File: src/rtl/compressed_stream_loader.sv
// compressed_stream_loader: queues 16-bit host words in a small FIFO and writes them byte-wise
// (high byte first) to RAM through the DMA write port. Define LOADER_CHECKSUM_EN to add a byte checksum output.
module compressed_stream_loader #(
  parameter logic [15:0] BASE_ADDR  = 16'h0000,
  parameter int          FIFO_DEPTH = 4
) (
  input  logic        clk,
  input  logic        RST,
  input  logic        load,
  input  logic        interrupt,
  input  logic [15:0] Din,
  input  logic        dinValid,
  output logic        dinReady,
  output logic [15:0] ramAddress,
  output logic [7:0]  ramDataIn,
  output logic        ramWriteSignal,
  input  logic        ramDoneWrite,
  output logic [15:0] byteCount,
  output logic        loading,
  output logic        done,
  output logic        aborted
`ifdef LOADER_CHECKSUM_EN
  ,
  output logic [7:0]  checksum
`endif
);

  localparam int PW = (FIFO_DEPTH > 1) ? $clog2(FIFO_DEPTH) : 1;
  localparam logic [PW:0] DEPTH_C = (PW+1)'(FIFO_DEPTH);

  typedef enum logic [2:0] {
    IDLE     = 3'd0,
    HEADER   = 3'd1,
    DATA     = 3'd2,
    WRITE_HI = 3'd3,
    WAIT_HI  = 3'd4,
    WRITE_LO = 3'd5,
    WAIT_LO  = 3'd6,
    DONE     = 3'd7
  } stateT;

  function automatic logic isBusy(input stateT s);
    return (s == DATA) || (s == WRITE_HI) || (s == WAIT_HI) || (s == WRITE_LO) || (s == WAIT_LO);
  endfunction

`ifdef LOADER_CHECKSUM_EN
  function automatic logic [7:0] addByte(input logic [7:0] sum, input logic [7:0] b);
    return sum + b;
  endfunction
`endif

  stateT        stateR, nextStateS;
  logic         loadPrevR;
  logic [15:0]  lenR, owedR, owedNextS, halfUpS;
  logic [15:0]  fifoMemR [FIFO_DEPTH];
  logic [PW-1:0] wrPtrR, rdPtrR;
  logic [PW:0]  fifoCountR, countNextS;
  logic [15:0]  byteCountR, byteCountIncS, ramAddressR;
  logic [7:0]   ramDataInR, writeByteS;
  logic         ramWriteR, dinReadyR, loadingR, doneR, abortedR;
  logic         loadRiseS, acceptS, abortS, readyNextS;
  logic         pushS, popS, flushS, startS, hdrS, wrDoneS, loadWriteS;
  logic [15:0]  headDataS;

  assign loadRiseS     = load & ~loadPrevR;
  assign acceptS       = dinValid & dinReadyR;
  assign abortS        = interrupt & (stateR != IDLE);
  assign byteCountIncS = byteCountR + 16'h0001;
  assign headDataS     = fifoMemR[rdPtrR];
  // Words owed after the header: ceil(N/2), computed without overflow.
  assign halfUpS       = {1'b0, Din[15:1]} + {15'h0000, Din[0]};

  assign dinReady       = dinReadyR;
  assign ramAddress     = ramAddressR;
  assign ramDataIn      = ramDataInR;
  assign ramWriteSignal = ramWriteR;
  assign byteCount      = byteCountR;
  assign loading        = loadingR;
  assign done           = doneR;
  assign aborted        = abortedR;

  // Next-state decode; interrupt overrides everything, including a coincident load edge.
  always_comb begin
    nextStateS = stateR;
    pushS      = 1'b0;
    popS       = 1'b0;
    flushS     = 1'b0;
    startS     = 1'b0;
    hdrS       = 1'b0;
    wrDoneS    = 1'b0;
    loadWriteS = 1'b0;
    writeByteS = 8'h00;
    if (interrupt) begin
      flushS     = 1'b1;
      nextStateS = IDLE;
    end else begin
      pushS = acceptS & isBusy(stateR);
      case (stateR)
        IDLE, DONE: begin
          if (loadRiseS) begin
            nextStateS = HEADER;
            startS     = 1'b1;
          end else begin
            nextStateS = stateR;
          end
        end
        HEADER: begin
          if (acceptS) begin
            hdrS       = 1'b1;
            nextStateS = (Din == 16'h0000) ? DONE : DATA;
          end else begin
            nextStateS = HEADER;
          end
        end
        DATA: begin
          if (fifoCountR != {(PW+1){1'b0}}) begin
            nextStateS = WRITE_HI;
            loadWriteS = 1'b1;
            writeByteS = headDataS[15:8];
          end else begin
            nextStateS = DATA;
          end
        end
        WRITE_HI: nextStateS = WAIT_HI;
        WAIT_HI: begin
          if (ramDoneWrite) begin
            wrDoneS = 1'b1;
            if (byteCountIncS == lenR) begin
              popS       = 1'b1;
              nextStateS = DONE;
            end else begin
              nextStateS = WRITE_LO;
              loadWriteS = 1'b1;
              writeByteS = headDataS[7:0];
            end
          end else begin
            nextStateS = WAIT_HI;
          end
        end
        WRITE_LO: nextStateS = WAIT_LO;
        WAIT_LO: begin
          if (ramDoneWrite) begin
            wrDoneS    = 1'b1;
            popS       = 1'b1;
            nextStateS = (byteCountIncS == lenR) ? DONE : DATA;
          end else begin
            nextStateS = WAIT_LO;
          end
        end
        default: nextStateS = IDLE;
      endcase
    end
  end

  // FIFO occupancy, words still owed, and the registered ready it implies.
  always_comb begin
    countNextS = fifoCountR;
    owedNextS  = owedR;
    if (flushS) begin
      countNextS = {(PW+1){1'b0}};
      owedNextS  = 16'h0000;
    end else begin
      countNextS = fifoCountR + {{PW{1'b0}}, pushS} - {{PW{1'b0}}, popS};
      if (hdrS) begin
        owedNextS = halfUpS;
      end else if (pushS) begin
        owedNextS = owedR - 16'h0001;
      end else begin
        owedNextS = owedR;
      end
    end
    readyNextS = (nextStateS == HEADER) ||
                 (isBusy(nextStateS) && (countNextS < DEPTH_C) && (owedNextS != 16'h0000));
  end

  // Control state, counters and the registered DMA/status outputs.
  always_ff @(posedge clk or negedge RST) begin
    if (!RST) begin
      stateR      <= IDLE;
      loadPrevR   <= 1'b0;
      lenR        <= 16'h0000;
      owedR       <= 16'h0000;
      byteCountR  <= 16'h0000;
      ramAddressR <= 16'h0000;
      ramDataInR  <= 8'h00;
      ramWriteR   <= 1'b0;
      dinReadyR   <= 1'b0;
      loadingR    <= 1'b0;
      doneR       <= 1'b0;
      abortedR    <= 1'b0;
    end else begin
      stateR    <= nextStateS;
      loadPrevR <= load;
      owedR     <= owedNextS;
      dinReadyR <= readyNextS;
      loadingR  <= (nextStateS == HEADER) || isBusy(nextStateS);
      doneR     <= (nextStateS == DONE);
      abortedR  <= abortS;
      ramWriteR <= (nextStateS == WAIT_HI) || (nextStateS == WAIT_LO);
      if (hdrS) lenR <= Din;
      if (startS) begin
        byteCountR <= 16'h0000;
      end else if (wrDoneS) begin
        byteCountR <= byteCountIncS;
      end
      if (loadWriteS) begin
        ramAddressR <= BASE_ADDR + (wrDoneS ? byteCountIncS : byteCountR);
        ramDataInR  <= writeByteS;
      end
    end
  end

  // FIFO pointers and occupancy.
  always_ff @(posedge clk or negedge RST) begin
    if (!RST) begin
      wrPtrR     <= {PW{1'b0}};
      rdPtrR     <= {PW{1'b0}};
      fifoCountR <= {(PW+1){1'b0}};
    end else begin
      fifoCountR <= countNextS;
      if (flushS) begin
        wrPtrR <= {PW{1'b0}};
        rdPtrR <= {PW{1'b0}};
      end else begin
        if (pushS) wrPtrR <= wrPtrR + PW'(1'b1);
        if (popS)  rdPtrR <= rdPtrR + PW'(1'b1);
      end
    end
  end

  // FIFO storage; contents are don't-care while the pointers say empty.
  always_ff @(posedge clk) begin
    if (pushS) fifoMemR[wrPtrR] <= Din;
  end

`ifdef LOADER_CHECKSUM_EN
  logic [7:0] checksumR;
  assign checksum = checksumR;

  // Running sum of bytes the DMA has confirmed this session.
  always_ff @(posedge clk or negedge RST) begin
    if (!RST) begin
      checksumR <= 8'h00;
    end else if (startS) begin
      checksumR <= 8'h00;
    end else if (wrDoneS) begin
      checksumR <= addByte(checksumR, ramDataInR);
    end
  end
`endif

endmodule

File: config.mk
export PLATFORM = sky130hd
export DESIGN_NAME = compressed_stream_loader
export DESIGN_NICKNAME = d
export VERILOG_FILES = /design/src/rtl/compressed_stream_loader.sv
export SDC_FILE = /design/constraint.sdc
export NUM_CORES = 1
export LEC_CHECK = 0
export BUFFER_PORTS_ARGS = -buffer_cell sky130_fd_sc_hd__buf_4
export CORE_MARGIN = 3
export CORE_UTILIZATION = 47
export CTS_BUF_LIST = sky130_fd_sc_hd__clkbuf_2
export CTS_CLUSTER_SIZE = 10
export DETAILED_ROUTE_END_ITERATION = 16
export MAX_ROUTING_LAYER = met4
export PLACE_DENSITY = 0.72
export REMOVE_ABC_BUFFERS = 1
export SYNTH_ARGS = -nofsm -noshare
export SYNTH_HDL_FRONTEND = slang
export SYNTH_SLANG_ARGS = --single-unit
File: constraint.sdc
create_clock -name clk -period 3.4 [get_ports clk]
set_input_delay 0.68 -clock clk [delete_from_list [all_inputs] [get_ports clk]]
set_output_delay 0.68 -clock clk [all_outputs]
set_load 0.02 [all_outputs]
; Word level (Yosys, flattened, before mapping)
; Memories as Yosys holds them, arrays and structs flattened.
; Index checks and enable logic that the tools add are counted.
[word_totals]
register_bits = 88
inputBits = 22
ramBits = 64
memories = 1
[mem_list]
columns = memory, words, width, rd, rd_ports_with_merged_regs, wr, line
row1 = fifoMemR, 4, 16, 1, 0, 1, 55  ; logic [15:0] fifoMemR [FIFO_DEPTH];
[classes]
order_cmp = 1
bitwise_logic = 5
n_eq_ne = 15
n_reduce_logical = 22
add_sub_neg = 7
mux = 47
[ops]
columns = op, count
row1 = 16-bit 2-to-1 mux, 5
row2 = 8-bit 2-to-1 mux, 4
row3 = "3-bit equality test, second input constant", 8
row4 = 3-bit 2-to-1 mux, 8
row5 = 1-bit 2-to-1 mux, 21
row6 = 3-bit one-hot mux with 7 select lines, 1
row7 = 15-bit by 1-bit adder with 16-bit output, 1
row8 = "16-bit by 1-bit adder with 16-bit output, second input constant", 1
row9 = 16-bit equality test, 1
row10 = 16-bit zero test, 1
row11 = 8-bit one-hot mux with 2 select lines, 1
row12 = 16-bit nonzero test, 1
row13 = "16-bit by 1-bit subtractor with 16-bit output, second input constant", 1
row14 = "3-bit by 2-bit equality test with 1-bit output, second input constant", 4
row15 = 1-bit logical OR, 11
row16 = 2-bit 2-to-1 mux, 5
row17 = "3-bit by 1-bit equality test with 1-bit output, second input constant", 2
row18 = 3-bit nonzero test, 2
row19 = "2-bit by 1-bit adder with 2-bit output, second input constant", 2
row20 = 1-bit AND, 4
row21 = 1-bit one-hot mux with 2 select lines, 2
row22 = 2-bit nonzero test, 2
row23 = 2-bit OR reduction, 2
row24 = 3-bit by 1-bit adder with 3-bit output, 1
row25 = other kinds (5), 6

; Depth between registers and ports, before layout
[logic_depth]
depth_word = 14
depth_mapped = 18
depth_no_buf = 17

; Worst setup path after synthesis
; Ideal clock, no wire load.
[synth_path]
kind = reg-to-reg
from = register byteCountR[0], in the netlist byteCount[0]
to = register dinReadyR, in the netlist dinReady
path_slack_ns = -0.477
path_buffers = 1
required_time_ns = 3.289
arrival_time_ns = 3.765
stages_incl_launch_ff = 19
cell_sequence = dfrtp_1 -> ha_1 -> buf_2 -> and4_1 -> nand2_1 -> xnor2_1 -> a2111o_1 -> nor4_4 -> o21a_1 -> ha_1 -> inv_1 -> ha_1 -> inv_1 -> fa_1 -> xnor2_1 -> nor2_1 -> inv_1 -> o41ai_1 -> a2111oi_2
[synth_between]
elab_cells_between_ends = 28
cone_classes = add/sub: 2 / order compare: 1 / eq/ne: 7 / mux: 11 / reduce/logical: 7
[synth_rtl]
columns = element, line
row1 = start: declaration, 58  ; logic [15:0] byteCountR, byteCountIncS, ramAddressR;
row2 = start signal: assignment, 204  ; byteCountR <= byteCountIncS;
row3 = 16-bit by 1-bit adder with 16-bit output, 68  ; assign byteCountIncS = byteCountR + 16'h0001;
row4 = 16-bit equality test, 128  ; if (byteCountIncS == lenR) begin
row5 = 1-bit 2-to-1 mux, 128
row6 = 1-bit 2-to-1 mux, 126  ; if (ramDoneWrite) begin
row7 = 1-bit one-hot mux with 2 select lines, 98  ; case (stateR)
row8 = 1-bit 2-to-1 mux, 93  ; if (interrupt) begin
row9 = 3-bit by 1-bit subtractor with 3-bit output, 163  ; countNextS = fifoCountR + {{PW{1'b0}}, pushS} - {{PW{1'b0}}, popS};
row10 = 3-bit 2-to-1 mux, 159  ; if (flushS) begin
row11 = via countNextS[2], 57  ; logic [PW:0] fifoCountR, countNextS;
row12 = 3-bit less-than comparator, 173  ; (isBusy(nextStateS) && (countNextS < DEPTH_C) && (owedNextS != 16'h0000));
row13 = 1-bit logical AND (2 in a row), 173
row14 = 1-bit logical OR, 172  ; readyNextS = (nextStateS == HEADER) ||
row15 = via readyNextS, 61  ; logic loadRiseS, acceptS, abortS, readyNextS;
row16 = end signal: assignment, 195  ; dinReadyR <= readyNextS;
row17 = end: declaration, 60  ; logic ramWriteR, dinReadyR, loadingR, doneR, abortedR;
; The timed path passes the listed nets, and every way through them passes these cells.
; A chain may end at the register's enable or synchronous reset.

; Worst setup path in the final report
[layout_path]
from = register byteCountR[1], in the netlist byteCount[1]
to = register dinReadyR, in the netlist dinReady
; Same word-level chain as after synthesis.

==> run_results.csv <==
group,metric,value,unit
worst_setup_path,crit_chain,"ha_2 -> nand4_1 -> a2111o_1 -> a31oi_2 -> nand4_1 -> nor4_4 -> o21a_1 -> ha_1 -> inv_1 -> ha_1 -> inv_1 -> fa_2 -> xnor2_1 -> nor2_1 -> inv_1 -> o41ai_2 -> a2111oi_2",
die,core-area,15400,sq um
placed_design,post-dp-hpwl,12.8,mm
worst_setup_path,slowest_delay,0.46,ns
synthesis,synth_flop_cell,"dfrtp_1",
synthesis,async_flop_share,57.9,%
finish,mostFrequentLayoutCells,"123 x buf_4, 87 x dfrtp_1, 64 x edfxtp_1, 51 x nor2_1, 35 x xnor2_1",
worst_setup_path,crit_fanout,3,
synthesis,synth_area,7500,sq um
timing,worstMarginPinSlew,0.890,ns
finish,stdcell_area,8820,sq um
timing,max_slew_margin,40.7,%
run,max_cap_viol_count,0,
placed_design,place.port_buffers,66,
synthesis,synthDistinctLibCells,67,
die,die_w,132,um
worst_setup_path,crit_slowest_cell,"a2111o_1",
route,drt-total-wl,18.2,mm
global_routing,grt_overflow,0,
global_routing,gr-usage-all-layers,21.8,%
timing,fin_crit,3.60,ns
global_routing,grt_pass1_wl,29.2,mm
run_status,violations,"setup timing",
power_and_ir_drop,leakagePower,3.60,nW
route,avgRoutedWirePerCell,19.1,um
timing,whs,0.184,ns
global_routing,antenna_found_initial,0,
timing,rsz0062_at_grt,"true",
finish,diodes,0,
synthesis,synthCells,615,
route,drcViolationCount,0,
placed_design,placed_cell_area,8560,sq um
timing,drv_slew,0,
clocking,clk_pin_slew,0.24,ns
synthesis,synth_edf_count,64,
finish,mostFrequentLayoutCell,"buf_4",
timing,final.period_utilization,106,%
global_routing,grt_max_degree,89,
die,io_pins,67,
placed_design,gp_congestion,0.891,
die,fp.dieH,132,um
clocking,cts_root_buffer,"clkbuf_2",
die,die_area,17500,sq um
clocking,numCtsBuffers,17,
timing,fmax,278,MHz
finish,nets,763,
synthesis,ys_seq_area_share,55.0,%
timing,tns,-0.197,ns
worst_setup_path,crit_arrival,4.24,ns
timing,setup_ws,-0.197,ns
synthesis,ys_warn_count,0,
finish,drive_gt1_share,27.6,%
run_status,status,"finished with violations",
worst_setup_path,crit_path_start_kind,"flip-flop",
synthesis,synthesis.area_per_instance,12.2,sq um
worst_hold_path,hold_path_class,"in2reg",
worst_setup_path,cp_common_cell,"inv_1",
finish,final.fill_count,1341,
clocking,cts_tree,"done",
worst_setup_path,timing_worst_setup_path_type,"reg2reg",
clocking,cts.sinks,152,
timing,finClkSkew,0.0440,ns
die,row_count,45,
global_routing,first_global_vias,5493,
timing,finalHoldViolCount,0,
worst_setup_path,critPathCaptureType,"flip-flop",
worst_setup_path,worstPathRequired,4.04,ns
clocking,htree_levels,4,
worst_setup_path,crit_buf_inv,3,
power_and_ir_drop,ir_drop,0.000333,V
finish,syn_to_final_growth,17.6,%
synthesis,ys_ff_latch,152,
route,vias,5449,
die,start_util,48.6,%
power_and_ir_drop,powerDensity,597,nW/um^2
route,vias_per_cell,5.72,
worst_setup_path,cp_top_family,"compound AO/OA/AOI/OAI gates",
route,first_pass_iters,5,
clocking,clk_latency,0.76,ns
placed_design,place_ws,-0.212,ns
route,drtIter0Drc,397,
clocking,cts_max_path_buffers,2,
route,ant_nets,0,
timing,setup_viol,1,
==> final cells by class <==
| type | instances | area, sq um | area share [%] |
|---|---|---|---|
| Timing Repair Buffer | 126 | 963 | 10.9 |
| Multi-Input combinational cell | 402 | 3150 | 35.7 |
| Clock inverter | 10 | 97.6 | 1.11 |
| Tap cell | 211 | 264 | 2.99 |
| Sequential cell | 152 | 4130 | 46.8 |
| Inverter | 30 | 113 | 1.28 |
| Clock buffer | 22 | 110 | 1.25 |
==> synth_stat cells, drive strengths merged, types with 16 or more instances <==
library cell | instances | area, sq um
dfrtp | 88 | 2200
edfxtp | 64 | 1920
nor2 | 51 | 191
xnor2 | 35 | 307
inv | 29 | 109
nand3 | 24 | 120
nand2 | 23 | 86.3
xor2 | 23 | 201
mux2i | 19 | 190
nor3 | 19 | 100
clkbuf | 16 | 60.1
mux2 | 16 | 180
mux4 | 16 | 360
nor4 | 16 | 121
==> routing by layer <==
layer  part of all wire, %  global-route usage [%]  up-vias
met4                   1.3                    7.10        0
met3                   5.9                    5.31       25
met2                    48                    33.7      171
met5                     0                       -        -
li1                      -                       -     2514
met1                    45                    28.6     2739
==> sequential cells by signal (all words and copies together) (netlist names) <==
name and flops:
fifoMemR 64, byteCount 16, lenR 16, owedR 16
ramAddress 16, ramDataIn 8, fifoCountR 3, stateR 3
rdPtrR 2, wrPtrR 2, aborted 1, dinReady 1
done 1, loadPrevR 1, loading 1, ramWriteSignal 1
==> power by group <==
group / internal, mW / switching [mW]
clock: 0.283 / 0.643
sequential: 2.22 / 0.248
combinational: 0.855 / 1.02
total: 3.36 / 1.91
==> final timing paths <==
kind / startpoint / endpoint / slack (ns) / depth (start not counted)
worst max-delay path: byteCount[1]$_DFF_PN0_ / dinReady$_DFF_PN0_ / -0.20 / 17
worst min register to register: ramDataIn[4]$_DFFE_PN0P_ / ramDataIn[4]$_DFFE_PN0P_ / 0.52 / 1
worst min-delay path: Din[2] / fifoMemR[0][2]$_DFFE_PP_ / 0.18 / 1
max in group asynchronous: RST / lenR[13]$_DFFE_PN0P_ / 2.51 / 3
min in group asynchronous: RST / byteCount[2]$_DFF_PN0_ / 0.50 / 3
worst max register to register: byteCount[1]$_DFF_PN0_ / dinReady$_DFF_PN0_ / -0.20 / 17
==> stage by stage <==
stage / power (mW) / util (%) / std cells
final: 5.27 / 57.2 / 953
after global routing: 5.59 / 57.2 / 953
after CTS: 5.28 / 57.0 / 952
after detailed placement: 4.33 / 55.5 / 918
after global placement: 4.29 / 55.5 / 918
after floorplan: 3.61 / - / 584
==> kinds of logic (layout without fill, tap and decap cells) <==
| family | after synthesis | count (layout) | share of synthesized area, % |
|---|---|---|---|
| mux | 51 | 51 | 9.74 |
| xor+xnor | 59 | 59 | 7.07 |
| simple gates | 188 | 188 | 13.3 |
| fa+ha+maj | 12 | 12 | 2.10 |
| compound gates | 92 | 92 | 9.44 |
| buf+inv | 61 | 188 | 3.42 |
| flops | 152 | 152 | 55.0 |
==> worst reg2reg max path, cell delays in order, from the launching register on <==
cell and delay [ns]:
dfrtp_1 0.43, ha_2 0.21, nand4_1 0.18, a2111o_1 0.46, a31oi_2 0.20, nand4_1 0.17, nor4_4 0.22, o21a_1 0.15
ha_1 0.22, inv_1 0.06, ha_1 0.13, inv_1 0.05, fa_2 0.33, xnor2_1 0.15, nor2_1 0.07, inv_1 0.07
o41ai_2 0.07, a2111oi_2 0.30
==> repair_timing <==
| action | 4_1_cts | 5_1_grt |
|---|---|---|
| buffers inserted | 0 | 1 |
| pin swaps | 1 | 2 |
| resized for setup | 3 | 4 |
| endpoints found under the hold margin | 89 | 0 |
| hold buffers | 2 | 0 |
| setup endpoints to repair | 1 | 1 |
No activity file was read; power rests on OpenSTA's default activity.
